--- src/rtl/eth_ipv4_extractor.sv ---
// Ethernet II receive deframer: filters on destination MAC / EtherType and forwards IPv4 payload bytes.
// Build option: define ETH_VLAN_STRIP_EN to strip a single 802.1Q tag before the EtherType decision.
module eth_ipv4_extractor #(
    parameter logic [47:0] MAC_ADDR         = 48'h02_00_00_00_00_01,
    parameter bit          ACCEPT_BROADCAST = 1'b1
) (
    input  logic        clk_i,
    input  logic        rst_i,
    input  logic [7:0]  rx_data_i,
    input  logic        rx_valid_i,
    input  logic        rx_sof_i,
    input  logic        rx_eof_i,
    output logic [7:0]  data_out_o,
    output logic        data_valid_o,
    output logic        data_last_o,
    output logic [47:0] dst_mac_o,
    output logic [47:0] src_mac_o,
    output logic [15:0] ethertype_o,
    output logic        frame_accepted_o,
    output logic        frame_dropped_o,
    output logic [15:0] drop_count_o
);

`ifdef ETH_VLAN_STRIP_EN
    typedef enum logic [2:0] {S_IDLE, S_DST, S_SRC, S_ETYPE, S_VLAN, S_PAYLOAD, S_DISCARD} state_t;
`else
    typedef enum logic [2:0] {S_IDLE, S_DST, S_SRC, S_ETYPE, S_PAYLOAD, S_DISCARD} state_t;
`endif

    state_t      state_q, state_d;
    logic [3:0]  cnt_q, cnt_d;
    logic [7:0]  data_out_q, data_out_d;
    logic        data_valid_q, data_valid_d;
    logic        data_last_q, data_last_d;
    logic [47:0] dst_q, dst_d;
    logic [47:0] src_q, src_d;
    logic [15:0] et_q, et_d;
    logic        acc_q, acc_d;
    logic        drop_q, drop_d;
    logic [15:0] drop_cnt_q, drop_cnt_d;

    logic [15:0] et_new;
    logic        mac_ok;
    logic        hdr_done;

    assign et_new = {et_q[7:0], rx_data_i};
    assign mac_ok = (dst_q == MAC_ADDR) || (ACCEPT_BROADCAST && (dst_q == 48'hFFFF_FFFF_FFFF));

    always_ff @(posedge clk_i) begin
        if (rst_i) begin
            state_q      <= S_IDLE;
            cnt_q        <= 4'd0;
            data_out_q   <= 8'd0;
            data_valid_q <= 1'b0;
            data_last_q  <= 1'b0;
            dst_q        <= 48'd0;
            src_q        <= 48'd0;
            et_q         <= 16'd0;
            acc_q        <= 1'b0;
            drop_q       <= 1'b0;
            drop_cnt_q   <= 16'd0;
        end else begin
            state_q      <= state_d;
            cnt_q        <= cnt_d;
            data_out_q   <= data_out_d;
            data_valid_q <= data_valid_d;
            data_last_q  <= data_last_d;
            dst_q        <= dst_d;
            src_q        <= src_d;
            et_q         <= et_d;
            acc_q        <= acc_d;
            drop_q       <= drop_d;
            drop_cnt_q   <= drop_cnt_d;
        end
    end

    // Next state. An sof byte always restarts parsing; eof before the decision makes a runt.
    always_comb begin
        state_d  = state_q;
        cnt_d    = cnt_q;
        acc_d    = 1'b0;
        drop_d   = 1'b0;
        hdr_done = 1'b0;
        if (rx_valid_i) begin
            if (rx_sof_i) begin
                drop_d  = ((state_q != S_IDLE) && (state_q != S_DISCARD)) || rx_eof_i;
                state_d = rx_eof_i ? S_IDLE : S_DST;
                cnt_d   = rx_eof_i ? 4'd0 : 4'd1;
            end else begin
                case (state_q)
                    S_DST, S_SRC: begin
                        if (rx_eof_i) begin
                            drop_d  = 1'b1;
                            state_d = S_IDLE;
                            cnt_d   = 4'd0;
                        end else if (cnt_q == 4'd5) begin
                            state_d = (state_q == S_DST) ? S_SRC : S_ETYPE;
                            cnt_d   = 4'd0;
                        end else begin
                            cnt_d = cnt_q + 4'd1;
                        end
                    end
                    S_ETYPE: begin
                        if (rx_eof_i) begin
                            drop_d  = 1'b1;
                            state_d = S_IDLE;
                            cnt_d   = 4'd0;
                        end else if (cnt_q == 4'd0) begin
                            cnt_d = 4'd1;
`ifdef ETH_VLAN_STRIP_EN
                        end else if (et_new == 16'h8100) begin
                            state_d = S_VLAN;
                            cnt_d   = 4'd0;
`endif
                        end else begin
                            hdr_done = 1'b1;
                        end
                    end
`ifdef ETH_VLAN_STRIP_EN
                    S_VLAN: begin
                        if (rx_eof_i) begin
                            drop_d  = 1'b1;
                            state_d = S_IDLE;
                            cnt_d   = 4'd0;
                        end else if (cnt_q == 4'd3) begin
                            hdr_done = 1'b1;
                        end else begin
                            cnt_d = cnt_q + 4'd1;
                        end
                    end
`endif
                    S_PAYLOAD, S_DISCARD: begin
                        if (rx_eof_i) begin
                            state_d = S_IDLE;
                            cnt_d   = 4'd0;
                        end
                    end
                    default: ;
                endcase
            end
        end
        if (hdr_done) begin
            cnt_d = 4'd0;
            if (mac_ok && (et_new == 16'h0800)) begin
                acc_d   = 1'b1;
                state_d = S_PAYLOAD;
            end else begin
                drop_d  = 1'b1;
                state_d = S_DISCARD;
            end
        end
    end

    // Datapath: header shift-in, payload forwarding and the saturating drop counter.
    always_comb begin
        data_out_d   = data_out_q;
        data_valid_d = 1'b0;
        data_last_d  = 1'b0;
        dst_d        = dst_q;
        src_d        = src_q;
        et_d         = et_q;
        drop_cnt_d   = drop_cnt_q;
        if (drop_d && (drop_cnt_q != 16'hFFFF))
            drop_cnt_d = drop_cnt_q + 16'd1;
        if (rx_valid_i) begin
            if (rx_sof_i) begin
                dst_d = {dst_q[39:0], rx_data_i};
            end else begin
                case (state_q)
                    S_DST:   dst_d = {dst_q[39:0], rx_data_i};
                    S_SRC:   src_d = {src_q[39:0], rx_data_i};
                    S_ETYPE: et_d  = et_new;
`ifdef ETH_VLAN_STRIP_EN
                    S_VLAN:  if (cnt_q[1]) et_d = et_new;
`endif
                    S_PAYLOAD: begin
                        data_out_d   = rx_data_i;
                        data_valid_d = 1'b1;
                        data_last_d  = rx_eof_i;
                    end
                    default: ;
                endcase
            end
        end
    end

    assign data_out_o       = data_out_q;
    assign data_valid_o     = data_valid_q;
    assign data_last_o      = data_last_q;
    assign dst_mac_o        = dst_q;
    assign src_mac_o        = src_q;
    assign ethertype_o      = et_q;
    assign frame_accepted_o = acc_q;
    assign frame_dropped_o  = drop_q;
    assign drop_count_o     = drop_cnt_q;

endmodule

--- config.mk ---
export PLATFORM = sky130hd
export DESIGN_NAME = eth_ipv4_extractor
export DESIGN_NICKNAME = d
export VERILOG_FILES = /design/src/rtl/eth_ipv4_extractor.sv
export SDC_FILE = /design/constraint.sdc
export NUM_CORES = 1
export LEC_CHECK = 0
export BUFFER_PORTS_ARGS = -buffer_cell sky130_fd_sc_hd__buf_2
export CORE_ASPECT_RATIO = 1.2
export CORE_UTILIZATION = 35
export DETAILED_ROUTE_END_ITERATION = 10
export PLACE_DENSITY = 0.65
export REMOVE_ABC_BUFFERS = 1
export SLEW_MARGIN = 25
export SYNTH_ARGS = -nofsm -noshare
export SYNTH_HDL_FRONTEND = slang
export SYNTH_SLANG_ARGS = --single-unit
--- constraint.sdc ---
create_clock -name clk_i -period 2.81 [get_ports clk_i]
set_input_delay 0.562 -clock clk_i [delete_from_list [all_inputs] [get_ports clk_i]]
set_output_delay 0.562 -clock clk_i [all_outputs]
set_load 0.02 [all_outputs]
* Yosys cells after proc, flatten, opt, wreduce, memory -nomap -nowiden
Cells that the tools add are included.
Storage, ports and cells: bits in registers 147, bits of input ports 13, output and inout bits 140, word-level logic and storage cells 90
Operators by class: add/sub/neg operators 2, equality and inequality tests 15, multiplexer cells 33, bitwise logic cells 4, reduce and logical (&&, ||, !) cells 25
Operators by type and width (count):
- $mux W48 | 2
- $eq A48 B42 Y1 const B | 1
- $eq A48 B48 Y1 const B | 1
- $mux W4 | 6
- $mux W3 | 6
- $mux W1 | 17
- $add A16 B1 Y16 const B | 1
- $eq A16 B12 Y1 const B | 1
- $ne A16 B16 Y1 const B | 1
- $pmux W4 S3 | 1
- $reduce_and A3 Y1 | 3
- $reduce_or A3 Y1 | 3
- $reduce_and A4 Y1 | 2
- $reduce_bool A4 Y1 | 2
- $reduce_or A2 Y1 | 4
- $eq A3 B2 Y1 const B | 2
- $eq A3 B3 Y1 const B | 2
- $ne A3 B3 Y1 const B | 2
- $pmux W3 S2 | 1
- $ne A5 B5 Y1 const B | 1
- $add A4 B1 Y4 const B | 1
- $eq A4 B3 Y1 const B | 1
- $logic_not A4 Y1 | 1
- $ne A4 B1 Y1 const B | 1
- other kinds (9) | 16

* Longest topological paths before layout
Gate-level depths: netlist of run 1.
word-level depth 8, mapped depth 10, depth with buffers taken out 9

* Least setup slack after synthesis of run 1
OpenSTA, ideal clock, no wires.
kind register to register, start point register drop_cnt_q[0], in the netlist drop_count_o[0], end point register drop_cnt_q[1], in the netlist drop_count_o[1], library setup time 0.128 ns, arrival time 2.093 ns, data required time 2.682 ns, slack 0.589 ns, stages on the path, launching flop included 10, path buffers 2, clock period less this slack 2.221 ns, cells stage by stage dfxtp_1 ha_1 nand4_4 or3_4 nand2_2 a2bb2oi_4 buf_6 buf_12 mux2i_1 nor2_1
Between the ends: word-level cells in the longest chain between the ends 2, elaborated cells between the ends (all ways) 3, classes of those cells add/sub: 1; eq/ne: 1; reduce/logical: 1
RTL lines:
- start, declared | RTL line 40 | logic [15:0] drop_cnt_q, drop_cnt_d;
- start signal, assigned | RTL line 73 | drop_cnt_q <= drop_cnt_d;
- branches (longest 2 deep; another with $add A16 B1 Y16)
Several ways; the timed one is not identified. A chain may end at the register's enable or synchronous reset.

* Worst setup path after layout of run 1
start point register state_q[0], end point register drop_cnt_q[9], in the netlist drop_count_o[9]
Between the ends: word-level cells in the longest chain between the ends 8, elaborated cells between the ends (all ways) 17, classes of those cells eq/ne: 4; mux: 8; reduce/logical: 5
RTL lines:
- start, declared | RTL line 30 | state_t state_q, state_d;
- start signal, assigned | RTL line 63 | state_q <= state_d;
- $eq A3 B1 Y1 (tied with other cells) | RTL line 90 | case (state_q)
- $reduce_or A3 Y1 (no source line) / $logic_and A1 B1 Y1 (equally long branches)
- $mux W1 / $logic_or A1 B1 Y1 (equally long branches)
- $mux W1 | RTL line 85 | if (rx_sof_i) begin
- $mux W1 | RTL line 84 | if (rx_valid_i) begin
- $mux W1 | RTL line 144 | if (mac_ok && (et_new == 16'h0800)) begin
- $mux W1 (*) | RTL line 142 | if (hdr_done) begin
- $logic_and A1 B1 Y1 (*) | RTL line 163 | if (drop_d && (drop_cnt_q != 16'hFFFF))
Every way passes the cells marked *; elsewhere a longest branch is shown, timed or not.

==> impl_metrics.xml, run 1 <==
<?xml version="1.0" encoding="UTF-8"?>
<metrics>
  <group name="cts">
    <metric name="clock-root-buffer" unit="">sky130_fd_sc_hd__clkbuf_16</metric>
    <metric name="tritoncts_num_sinks" unit="">147</metric>
    <metric name="cts_buffer_depth" unit="">2</metric>
    <metric name="cts_tree" unit="">yes</metric>
    <metric name="cts-hold-fix-buffers" unit="">0</metric>
    <metric name="cts.repair.resized" unit="">0</metric>
    <metric name="worst_skew_pair.late_latency" unit="ns">0.41</metric>
    <metric name="cts_inserted_buffers" unit="">17</metric>
    <metric name="cts.repair_timing.setup_buffer_count" unit="">0</metric>
    <metric name="clock_tree.htree_level_count" unit="">4</metric>
    <metric name="clk_pin_slew" unit="ns">0.06</metric>
  </group>
  <group name="die">
    <metric name="std_cell_rows" unit="">51</metric>
    <metric name="boundaryPins" unit="">153</metric>
    <metric name="floorplan.initialDensity" unit="%">35.92</metric>
    <metric name="floorplan.core_area" unit="sq um">16270</metric>
    <metric name="die_area" unit="sq um">17220</metric>
    <metric name="fp.dieW" unit="microns">120.0</metric>
    <metric name="chipHeight" unit="microns">143.6</metric>
  </group>
  <group name="routing">
    <metric name="drt_wl_total" unit="microns">16310</metric>
    <metric name="ant_nets" unit="">0</metric>
    <metric name="vias" unit="">5524</metric>
    <metric name="detail_route.iter0.violations" unit="">406</metric>
    <metric name="drc_errors" unit="">0</metric>
    <metric name="via_per_inst" unit="">5.004</metric>
    <metric name="first_pass_iters" unit="">5</metric>
    <metric name="routed_wire_length_per_instance" unit="microns">14.78</metric>
  </group>
  <group name="timing">
    <metric name="finClkSkew" unit="ns">0.006762</metric>
    <metric name="timing.setup.tns" unit="ns">0</metric>
    <metric name="worst_margin_slew" unit="ns">0.6533</metric>
    <metric name="timing_max_transition_violations_final" unit="">0</metric>
    <metric name="fin_crit_sh" unit="%">84.64</metric>
    <metric name="grt_setup_unrepaired" unit="">false</metric>
    <metric name="period_minus_slack" unit="ns">2.378</metric>
    <metric name="final-setup-viol-count" unit="">0</metric>
    <metric name="timing.final.hold_violations" unit="">0</metric>
    <metric name="relSlewSlack" unit="%">56.34</metric>
    <metric name="fmax" unit="MHz">420.5</metric>
  </group>
  <group name="worst_setup_path">
    <metric name="timing.critical_path.mode_cell" unit="">sky130_fd_sc_hd__a21oi_1</metric>
    <metric name="rr_startpoint" unit="">state_q[0]</metric>
    <metric name="setup.worst_path.start_class" unit="">flip-flop</metric>
    <metric name="critPathArrivalTime" unit="ns">2.73</metric>
    <metric name="critPathTopFamily" unit="">simple AND/OR/NAND/NOR gates</metric>
    <metric name="worst-r2r-setup-slack" unit="ns">0.43</metric>
    <metric name="crit_buf_inv" unit="">1</metric>
    <metric name="critical_path_peak_fanout" unit="">26</metric>
    <metric name="crit_type" unit="">reg -&gt; reg</metric>
    <metric name="worst_setup_path_startpoint" unit="">state_q[0]</metric>
    <metric name="cp-end-kind" unit="">flip-flop</metric>
    <metric name="crit_chain" unit="">nand3b_1, a21oi_1, and3_2, nand2_2, a2bb2oi_4, buf_4, or4_1, a21oi_1</metric>
    <metric name="slowest_delay" unit="ns">0.53</metric>
    <metric name="crit_path_top_delay_cell" unit="">sky130_fd_sc_hd__dfxtp_1</metric>
    <metric name="timing.critical_path.required" unit="ns">3.16</metric>
  </group>
  <group name="pwr">
    <metric name="powerDensity" unit="nW/um^2">612.2</metric>
    <metric name="power.static_leakage" unit="uW">0.002933</metric>
    <metric name="design_power_total" unit="uW">4523</metric>
    <metric name="ir_drop" unit="uV">344.0</metric>
  </group>
  <group name="run">
    <metric name="max_cap_viol_count" unit="">0</metric>
  </group>
  <group name="global_routing">
    <metric name="wire_length_of_the_first_global_routing_pass" unit="microns">25900</metric>
    <metric name="grt_remaining_overflow" unit="">0</metric>
    <metric name="grt_start_max_net_pins" unit="">49</metric>
    <metric name="grt_pass1_vias" unit="">4906</metric>
    <metric name="number_of_antenna_violations_at_the_first_check_in_global_routing" unit="">1</metric>
    <metric name="groute.usage.overall" unit="%">19.14</metric>
  </group>
  <group name="run_status">
    <metric name="status" unit="">complete, no violations</metric>
  </group>
  <group name="placement">
    <metric name="place_hpwl" unit="microns">11280</metric>
    <metric name="gp_congestion" unit="">0.8056</metric>
    <metric name="number_of_port_buffers" unit="">152</metric>
    <metric name="placed_area" unit="sq um">6825</metric>
    <metric name="place.detailed.instances" unit="">1072</metric>
  </group>
  <group name="yosys">
    <metric name="mappedNetlistArea" unit="sq um">5846</metric>
    <metric name="synth.lib_cells_used.distinct" unit="">48</metric>
    <metric name="synth_seq_area_share" unit="%">50.34</metric>
    <metric name="synthesis_stage_register_bit_count" unit="">147</metric>
    <metric name="yosysWarnings" unit="">0</metric>
    <metric name="syn_avg_cell_area" unit="sq um">7.921</metric>
    <metric name="synth_enable_flop_cells" unit="">0</metric>
    <metric name="postSynth.topFlopCell" unit="">sky130_fd_sc_hd__dfxtp_1</metric>
    <metric name="post_synth_inst_count" unit="">738</metric>
    <metric name="share_of_synthesized_flip_flops_with_an_asynchronous_set_or_reset" unit="%">0</metric>
  </group>
  <group name="final_layout">
    <metric name="ratio_of_cells_with_drive_above_1_in_the_final_layout" unit="%">23.34</metric>
    <metric name="design_area" unit="sq um">7388</metric>
    <metric name="layoutNonFillerInstCount" unit="">1104</metric>
    <metric name="area.growth.synth_to_final" unit="%">26.39</metric>
    <metric name="design.final.nets" unit="">896</metric>
    <metric name="post-route-util" unit="%">45.41</metric>
    <metric name="fillerInstances" unit="">1696</metric>
  </group>
  <group name="min_path">
    <metric name="timing.hold.worst.class" unit="">in -&gt; reg</metric>
    <metric name="min-delay-start" unit="">rx_data_i[0]</metric>
  </group>
</metrics>
==> state kept, by name (all words and copies together) (netlist names) <==
name	flops
ethertype_o	16
drop_count_o	16
data_out_o	8
frame_dropped_o	1
src_mac_o	48
frame_accepted_o	1
data_last_o	1
data_valid_o	1
cnt_q	4
dst_mac_o	48
state_q	3
==> cells by family (layout without fill, tap and decap cells) <==
kind of cell,Yosys count,count (layout),synth area share [%]
buf+inv,49,202,3.617
compound gates,169,169,15.63
xor+xnor,1,1,0.1499
fa+ha+maj,4,4,0.8562
mux,10,10,1.712
simple gates,358,358,27.70
flops,147,147,50.34
other cells,0,1,0
==> per-stage QoR <==
step                      setup WS (ns)  hold slack [ns]
after floorplan                 -0.6446           0.4615
after global placement           0.3524           0.4396
after detailed placement         0.2974           0.4451
after CTS                        0.4442           0.4095
after global routing             0.2761           0.4296
final                            0.4317           0.4372
==> per-layer routing <==
layer	part of all wire (%)	global-route usage (%)
met3	6.6	5.595
met2	48	30.85
met1	44	24.11
met4	1.8	7.039
met5	0	0
==> worst paths after layout <==
| check | cells after the start | to |
|---|---|---|
| setup / recovery | 8 | drop_count_o[9] |
| hold / removal | 3 | dst_mac_o[0] |
| setup reg to reg | 8 | drop_count_o[9] |
| hold reg to reg | 2 | src_mac_o[40] |
==> synth_stat cells, types with 2 or more instances <==
cell	count	share of area [%]
sky130_fd_sc_hd__nand2_1	240	15
sky130_fd_sc_hd__buf_2	3	0.26
sky130_fd_sc_hd__a211oi_1	3	0.39
sky130_fd_sc_hd__nand4_1	22	2.4
sky130_fd_sc_hd__o31ai_1	2	0.26
sky130_fd_sc_hd__o21ai_0	11	0.94
sky130_fd_sc_hd__a21oi_1	133	11
sky130_fd_sc_hd__or2_2	2	0.21
sky130_fd_sc_hd__or4_1	4	0.51
sky130_fd_sc_hd__nor3_1	3	0.26
sky130_fd_sc_hd__or3_1	11	1.2
sky130_fd_sc_hd__nand2b_1	3	0.32
sky130_fd_sc_hd__nor4_1	18	1.9
sky130_fd_sc_hd__nor2_1	27	1.7
sky130_fd_sc_hd__nand3_1	6	0.51
sky130_fd_sc_hd__nand3b_1	3	0.39
sky130_fd_sc_hd__o21ai_1	8	0.68
sky130_fd_sc_hd__nor2b_1	3	0.32
sky130_fd_sc_hd__ha_1	4	0.86
sky130_fd_sc_hd__clkbuf_1	34	2.2
sky130_fd_sc_hd__inv_1	6	0.39
sky130_fd_sc_hd__and3_1	3	0.32
sky130_fd_sc_hd__mux2i_1	10	1.7
sky130_fd_sc_hd__o21a_1	6	0.77
sky130_fd_sc_hd__dfxtp_1	147	50
sky130_fd_sc_hd__buf_1	4	0.26
==> layout by cell type (no fill, tap or decap), drive strengths merged, types with 3 or more instances in the layout <==
master	netlist	layout
a211oi	3	3
a21oi	133	133
and3	5	5
buf	9	165
clkbuf	34	21
clkinv	0	4
clkinvlp	0	4
dfxtp	147	147
ha	4	4
inv	6	6
mux2i	10	10
nand2	241	241
nand2b	3	3
nand3	6	6
nand3b	3	3
nand4	23	23
nor2	27	27
nor2b	3	3
nor3	4	4
nor4	18	18
o21a	6	6
o21ai	19	19
or3	12	12
or4	4	4
==> tightest hold or removal path: cells and delay by family <==
kind,cells,cell delay [ns]
buf+inv,1,0.13
simple gates,1,0.05
compound gates,1,0.05
==> layout make-up <==
class                      count  area, sq um  area share [%]
antenna                        1        2.502         0.03387
clock buffer                  21        450.4           6.097
clock inverter                10        110.1           1.490
inverter                       6        22.52          0.3048
multi-input combinational    542         2709           36.66
sequential                   147         2943           39.83
tap                          212        265.3           3.590
timing repair buffer         165        885.9           11.99
==> report_power, final <==
group	switching, uW	internal [uW]	leakage [uW]
Clock	833	1320	0.000265
Combinational	172	69.8	0.00148
Sequential	27.3	2100	0.00119
Power figures use the tool's default switching activity.
==> inputs of run 2 (changes only) <==
Clock period 2.81 ns to 2.3 ns, I/O delays scaled along.
==> run 2 against run 1 <==
  * Critical path depth is 1 higher
  * Maximum frequency is 8.1% higher
  * Sequential cell count stayed put
  * Total power is 31% higher
  * Sequential power is 22% higher
  * Clock-buffer cell count is 2 higher
  * Via count is 2.1% higher
  * Highest routed layer unchanged
==> impl_metrics.xml, run 2 (synthesis results as in run 1) <==
<?xml version="1.0" encoding="UTF-8"?>
<metrics>
  <group name="run_status">
    <metric name="status" unit="">complete, no violations</metric>
  </group>
  <group name="routing">
    <metric name="detail_route.iter0.violations" unit="">361</metric>
    <metric name="vias" unit="">5641</metric>
    <metric name="first_pass_iters" unit="">6</metric>
    <metric name="drt_wl_total" unit="microns">16670</metric>
    <metric name="drc_errors" unit="">0</metric>
    <metric name="via_per_inst" unit="">4.983</metric>
    <metric name="routed_wire_length_per_instance" unit="microns">14.72</metric>
    <metric name="ant_nets" unit="">0</metric>
  </group>
  <group name="global_routing">
    <metric name="number_of_antenna_violations_at_the_first_check_in_global_routing" unit="">0</metric>
    <metric name="groute.usage.overall" unit="%">19.89</metric>
    <metric name="grt_start_max_net_pins" unit="">68</metric>
    <metric name="grt_pass1_vias" unit="">5104</metric>
    <metric name="grt_remaining_overflow" unit="">0</metric>
    <metric name="wire_length_of_the_first_global_routing_pass" unit="microns">26880</metric>
  </group>
  <group name="worst_setup_path">
    <metric name="critPathTopFamily" unit="">simple AND/OR/NAND/NOR gates</metric>
    <metric name="critPathArrivalTime" unit="ns">2.51</metric>
    <metric name="crit_buf_inv" unit="">2</metric>
    <metric name="timing.critical_path.required" unit="ns">2.61</metric>
    <metric name="setup.worst_path.start_class" unit="">flip-flop</metric>
    <metric name="crit_path_top_delay_cell" unit="">sky130_fd_sc_hd__nor4_1</metric>
    <metric name="crit_type" unit="">reg -&gt; reg</metric>
    <metric name="cp-end-kind" unit="">flip-flop</metric>
    <metric name="critical_path_peak_fanout" unit="">9</metric>
    <metric name="slowest_delay" unit="ns">0.38</metric>
    <metric name="crit_chain" unit="">buf_4, nand4_1, nor4_1, and3_1, o21a_1, a2bb2oi_4, buf_4, nor4_1, o21a_1</metric>
  </group>
  <group name="min_path">
    <metric name="timing.hold.worst.class" unit="">in -&gt; reg</metric>
  </group>
  <group name="timing">
    <metric name="worst_margin_slew" unit="ns">0.5595</metric>
    <metric name="fin_crit_sh" unit="%">95.69</metric>
    <metric name="finClkSkew" unit="ns">0.007850</metric>
    <metric name="relSlewSlack" unit="%">62.61</metric>
    <metric name="period_minus_slack" unit="ns">2.201</metric>
    <metric name="fmax" unit="MHz">454.4</metric>
    <metric name="timing_max_transition_violations_final" unit="">0</metric>
    <metric name="final-setup-viol-count" unit="">0</metric>
    <metric name="worst_hold_slack" unit="ns">0.3413</metric>
    <metric name="grt_setup_unrepaired" unit="">true</metric>
    <metric name="timing.final.hold_violations" unit="">0</metric>
  </group>
  <group name="final_layout">
    <metric name="mostFrequentLayoutCells" unit="">sky130_fd_sc_hd__nand2_1, sky130_fd_sc_hd__buf_2, sky130_fd_sc_hd__dfxtp_1</metric>
    <metric name="fillerInstances" unit="">1614</metric>
    <metric name="area.growth.synth_to_final" unit="%">32.62</metric>
    <metric name="design_area" unit="sq um">7752</metric>
    <metric name="ratio_of_cells_with_drive_above_1_in_the_final_layout" unit="%">26.33</metric>
    <metric name="post-route-util" unit="%">47.64</metric>
    <metric name="design.final.nets" unit="">924</metric>
    <metric name="layout_commonest_cell" unit="">sky130_fd_sc_hd__nand2_1</metric>
  </group>
  <group name="cts">
    <metric name="clock-root-buffer" unit="">sky130_fd_sc_hd__clkbuf_16</metric>
    <metric name="clk_pin_slew" unit="ns">0.06</metric>
    <metric name="cts_buffer_depth" unit="">2</metric>
    <metric name="cts-hold-fix-buffers" unit="">0</metric>
    <metric name="clock_tree.htree_level_count" unit="">4</metric>
    <metric name="cts_tree" unit="">yes</metric>
    <metric name="cts_inserted_buffers" unit="">17</metric>
    <metric name="worst_skew_pair.late_latency" unit="ns">0.41</metric>
    <metric name="tritoncts_num_sinks" unit="">147</metric>
  </group>
  <group name="die">
    <metric name="std_cell_rows" unit="">51</metric>
    <metric name="chipHeight" unit="microns">143.6</metric>
    <metric name="boundaryPins" unit="">153</metric>
    <metric name="die_area" unit="sq um">17220</metric>
    <metric name="floorplan.core_area" unit="sq um">16270</metric>
    <metric name="floorplan.initialDensity" unit="%">35.92</metric>
    <metric name="fp.dieW" unit="microns">120.0</metric>
  </group>
  <group name="placement">
    <metric name="place_hpwl" unit="microns">11470</metric>
    <metric name="number_of_port_buffers" unit="">152</metric>
    <metric name="gp_congestion" unit="">0.8106</metric>
    <metric name="placed_area" unit="sq um">7086</metric>
  </group>
  <group name="run">
    <metric name="max_cap_viol_count" unit="">0</metric>
  </group>
  <group name="pwr">
    <metric name="power.static_leakage" unit="uW">0.003145</metric>
    <metric name="ir_drop" unit="uV">441.4</metric>
    <metric name="powerDensity" unit="nW/um^2">761.4</metric>
  </group>
</metrics>
==> run 2: cell count changes in the layout (fill, tap and decap cells not counted), sizes merged <==
cell / delta
buf: +28
bufinv: +2
clkbuf: +2
clkinv: -2
clkinvlp: -2
==> run 2: power by group <==
part / leakage [uW] / internal, uW / switching [uW]
combinational: 0.00165 / 116 / 229
sequential: 0.00119 / 2570 / 23.1
clock: 0.000305 / 1930 / 1040
total: 0.00315 / 4610 / 1290
==> run 2: worst paths after layout <==
kind                 startpoint  cells after the start                to  slack, ns
setup reg to reg  dst_mac_o[42]                      9  drop_count_o[11]        0.1
setup / recovery  dst_mac_o[42]                      9  drop_count_o[11]        0.1
hold / removal     rx_data_i[3]                      3      dst_mac_o[3]       0.34
hold reg to reg   src_mac_o[47]                      2     src_mac_o[47]       0.45
==> run 2: stage by stage <==
step | setup slack, ns | instances | setup TNS (ns) | power [uW]
after floorplan | -1.155 | 695 | -55.42 | 2792
after global placement | 0.06562 | 1100 | 0 | 2992
after detailed placement | -0.02139 | 1100 | -0.02950 | 2993
after CTS | 0.09639 | 1131 | 0 | 5985
after global routing | -0.01810 | 1131 | -0.01810 | 6144
final | 0.09913 | 1132 | 0 | 5903
==> run 2: area by class of cell <==
cell class                      count  area (sq um)  share of cell area, %
Clock buffer                       23         488.0                  6.294
Timing Repair Buffer              193          1146                  14.78
Inverter                            6         22.52                 0.2905
Clock inverter                      8         148.9                  1.921
Multi-Input combinational cell    542          2736                  35.30
Antenna cell                        1         2.502                0.03228
Tap cell                          212         265.3                  3.422
Sequential cell                   147          2943                  37.96
==> run 2: layer usage <==
layer	global-route usage, %	wire [microns]	up-vias
met3	5.238	884	26
li1	-	-	2862
met5	0	0	-
met4	7.697	362	0
met2	31.25	7759	159
met1	25.97	7662	2594
==> run 2: worst min-delay path, delay by kind of cell <==
kind | cells | cell delay [ns]
AOI/OAI and AO/OA | 1 | 0.05
and+or+nand+nor | 1 | 0.06
buffers and inverters | 1 | 0.13
==> run 2: what timing repair did <==
| action | CTS | global route |
|---|---|---|
| setup buffers | 0 | 0 |
| endpoints found under the setup margin | 0 | 14 |
| resized for setup | 0 | 5 |
==> inputs of run 3 (changes only) <==
Settings changed: MAX_ROUTING_LAYER set to met4.
==> run 3 against run 2 <==
  * Sequential cell count stayed put
  * First-iteration DRC count up 0.55%
  * Largest cell class unchanged
  * Die area unchanged
  * Clock-buffer cell count is the same
  * Register-to-register slack barely moved
  * Critical endpoint unchanged
  * Worst hold slack better by 0.0073 ns
  * Maximum frequency about the same
  * Via count fell by 0.46%
  * Clock power hardly changed
  * Total power increased by 0.15%
==> impl_metrics.xml, run 3 (synthesis results as in run 1) <==
<?xml version="1.0" encoding="UTF-8"?>
<metrics>
  <group name="final_layout">
    <metric name="antenna_cells_inserted" unit="">0</metric>
    <metric name="layout_commonest_cell" unit="">sky130_fd_sc_hd__nand2_1</metric>
    <metric name="ratio_of_cells_with_drive_above_1_in_the_final_layout" unit="%">26.33</metric>
    <metric name="layoutNonFillerInstCount" unit="">1131</metric>
    <metric name="design.final.nets" unit="">924</metric>
    <metric name="area.growth.synth_to_final" unit="%">32.58</metric>
    <metric name="mostFrequentLayoutCells" unit="">sky130_fd_sc_hd__nand2_1, sky130_fd_sc_hd__buf_2, sky130_fd_sc_hd__dfxtp_1</metric>
  </group>
  <group name="cts">
    <metric name="cts_inserted_buffers" unit="">17</metric>
    <metric name="worst_skew_pair.late_latency" unit="ns">0.41</metric>
    <metric name="clk_pin_slew" unit="ns">0.06</metric>
    <metric name="cts_buffer_depth" unit="">2</metric>
    <metric name="cts-hold-fix-buffers" unit="">0</metric>
    <metric name="clock-root-buffer" unit="">sky130_fd_sc_hd__clkbuf_16</metric>
    <metric name="tritoncts_num_sinks" unit="">147</metric>
    <metric name="cts.repair_timing.setup_buffer_count" unit="">0</metric>
    <metric name="clock_tree.htree_level_count" unit="">4</metric>
    <metric name="cts_tree" unit="">yes</metric>
    <metric name="cts.repair.resized" unit="">0</metric>
  </group>
  <group name="global_routing">
    <metric name="grt_pass1_vias" unit="">5114</metric>
    <metric name="wire_length_of_the_first_global_routing_pass" unit="microns">26810</metric>
    <metric name="groute.usage.overall" unit="%">20.52</metric>
    <metric name="number_of_antenna_violations_at_the_first_check_in_global_routing" unit="">0</metric>
    <metric name="grt_start_max_net_pins" unit="">68</metric>
    <metric name="grt_remaining_overflow" unit="">0</metric>
  </group>
  <group name="routing">
    <metric name="first_pass_iters" unit="">4</metric>
    <metric name="detail_route.iter0.violations" unit="">363</metric>
    <metric name="routed_wire_length_per_instance" unit="microns">14.79</metric>
    <metric name="vias" unit="">5615</metric>
    <metric name="via_per_inst" unit="">4.965</metric>
    <metric name="drc_errors" unit="">0</metric>
    <metric name="drt_wl_total" unit="microns">16730</metric>
    <metric name="ant_nets" unit="">0</metric>
  </group>
  <group name="timing">
    <metric name="timing_max_transition_violations_final" unit="">0</metric>
    <metric name="timing.final.hold_violations" unit="">0</metric>
    <metric name="fin_crit_sh" unit="%">95.68</metric>
    <metric name="relSlewSlack" unit="%">62.91</metric>
    <metric name="period_minus_slack" unit="ns">2.201</metric>
    <metric name="timing.final.ws_setup" unit="ns">0.09931</metric>
    <metric name="final-setup-viol-count" unit="">0</metric>
    <metric name="worst_margin_slew" unit="ns">0.5550</metric>
    <metric name="fmax" unit="MHz">454.4</metric>
    <metric name="grt_setup_unrepaired" unit="">true</metric>
    <metric name="finClkSkew" unit="ns">0.007797</metric>
  </group>
  <group name="pwr">
    <metric name="powerDensity" unit="nW/um^2">762.8</metric>
    <metric name="power.static_leakage" unit="uW">0.003145</metric>
    <metric name="ir_drop" unit="uV">438.7</metric>
  </group>
  <group name="worst_setup_path">
    <metric name="cp-end-kind" unit="">flip-flop</metric>
    <metric name="ff2ff_path_depth" unit="">9</metric>
    <metric name="crit_type" unit="">reg -&gt; reg</metric>
    <metric name="rr_startpoint" unit="">dst_mac_o[42]</metric>
    <metric name="worst_setup_path_startpoint" unit="">dst_mac_o[42]</metric>
    <metric name="timing.critical_path.required" unit="ns">2.61</metric>
    <metric name="critPathArrivalTime" unit="ns">2.51</metric>
    <metric name="critical_path_peak_fanout" unit="">9</metric>
    <metric name="setup.worst_path.start_class" unit="">flip-flop</metric>
  </group>
  <group name="die">
    <metric name="floorplan.initialDensity" unit="%">35.92</metric>
    <metric name="chipHeight" unit="microns">143.6</metric>
    <metric name="die_area" unit="sq um">17220</metric>
    <metric name="fp.dieW" unit="microns">120.0</metric>
    <metric name="floorplan.core_area" unit="sq um">16270</metric>
    <metric name="boundaryPins" unit="">153</metric>
    <metric name="std_cell_rows" unit="">51</metric>
  </group>
  <group name="placement">
    <metric name="number_of_port_buffers" unit="">152</metric>
    <metric name="gp_congestion" unit="">0.8225</metric>
    <metric name="place_hpwl" unit="microns">11470</metric>
    <metric name="place.detailed.instances" unit="">1100</metric>
    <metric name="dp_worst_setup_slack" unit="ns">-0.02139</metric>
  </group>
  <group name="min_path">
    <metric name="hold_path_depth" unit="">3</metric>
    <metric name="min-delay-start" unit="">rx_data_i[3]</metric>
    <metric name="timing.hold.worst.class" unit="">in -&gt; reg</metric>
  </group>
  <group name="run_status">
    <metric name="status" unit="">complete, no violations</metric>
  </group>
  <group name="run">
    <metric name="max_cap_viol_count" unit="">0</metric>
  </group>
</metrics>
==> run 3: critical path: stages, from the launching register on <==
cell	delay (ns)
sky130_fd_sc_hd__dfxtp_1	0.36
sky130_fd_sc_hd__buf_4	0.13
sky130_fd_sc_hd__nand4_1	0.11
sky130_fd_sc_hd__nor4_1	0.38
sky130_fd_sc_hd__and3_1	0.32
sky130_fd_sc_hd__o21a_1	0.20
sky130_fd_sc_hd__a2bb2oi_4	0.20
sky130_fd_sc_hd__buf_4	0.18
sky130_fd_sc_hd__nor4_1	0.06
sky130_fd_sc_hd__o21a_1	0.17
==> run 3: per-stage QoR <==
stage | hold slack, ns | cell area [sq um] | total power (uW) | utilization, % | TNS, ns
3_5_place_dp | 0.4439 | 7086 | 2993 | 43.54 | -0.02950
3_3_place_gp | 0.4397 | 7086 | 2992 | 43.54 | 0
4_1_cts | 0.3274 | 7722 | 5985 | 47.46 | 0
2_1_floorplan | 0.4615 | 5657 | 2792 | - | -55.42
5_1_grt | 0.3406 | 7750 | 6150 | 47.63 | -0.01756
6_report | 0.3486 | 7750 | 5912 | 47.63 | 0
==> run 3: routing by layer <==
| layer | vias to the layer above | routed length [microns] | share of wire, % | GRT usage, % |
|---|---|---|---|---|
| li1 | 2860 | - | - | - |
| met2 | 142 | 7954 | 48 | 31.25 |
| met5 | - | 0 | 0 | - |
| met1 | 2588 | 7654 | 46 | 26.12 |
| met4 | 0 | 343 | 2.1 | 7.895 |
| met3 | 25 | 777 | 4.6 | 5.040 |
==> run 3: worst paths after layout <==
kind | to | slack, ns
max | drop_count_o[11] | 0.1
max reg2reg | drop_count_o[11] | 0.1
min | dst_mac_o[3] | 0.35
min reg2reg | src_mac_o[47] | 0.45
==> run 3: final cells by class <==
class | count | area (sq um)
fillers | 1614 | 8522
flip-flops and latches | 147 | 2943
multi-input cells | 542 | 2736
repair buffers | 193 | 1146
clock buffers | 23 | 488.0
well taps | 212 | 265.3
clock inverters | 8 | 148.9
inverters | 6 | 22.52
==> run 3: power by group <==
| part | switching, uW | total (uW) | internal [uW] | leakage, uW |
|---|---|---|---|---|
| registers | 23.0 | 2590 | 2570 | 0.00119 |
| clock network | 1050 | 2970 | 1930 | 0.000305 |
| logic | 229 | 345 | 116 | 0.00165 |
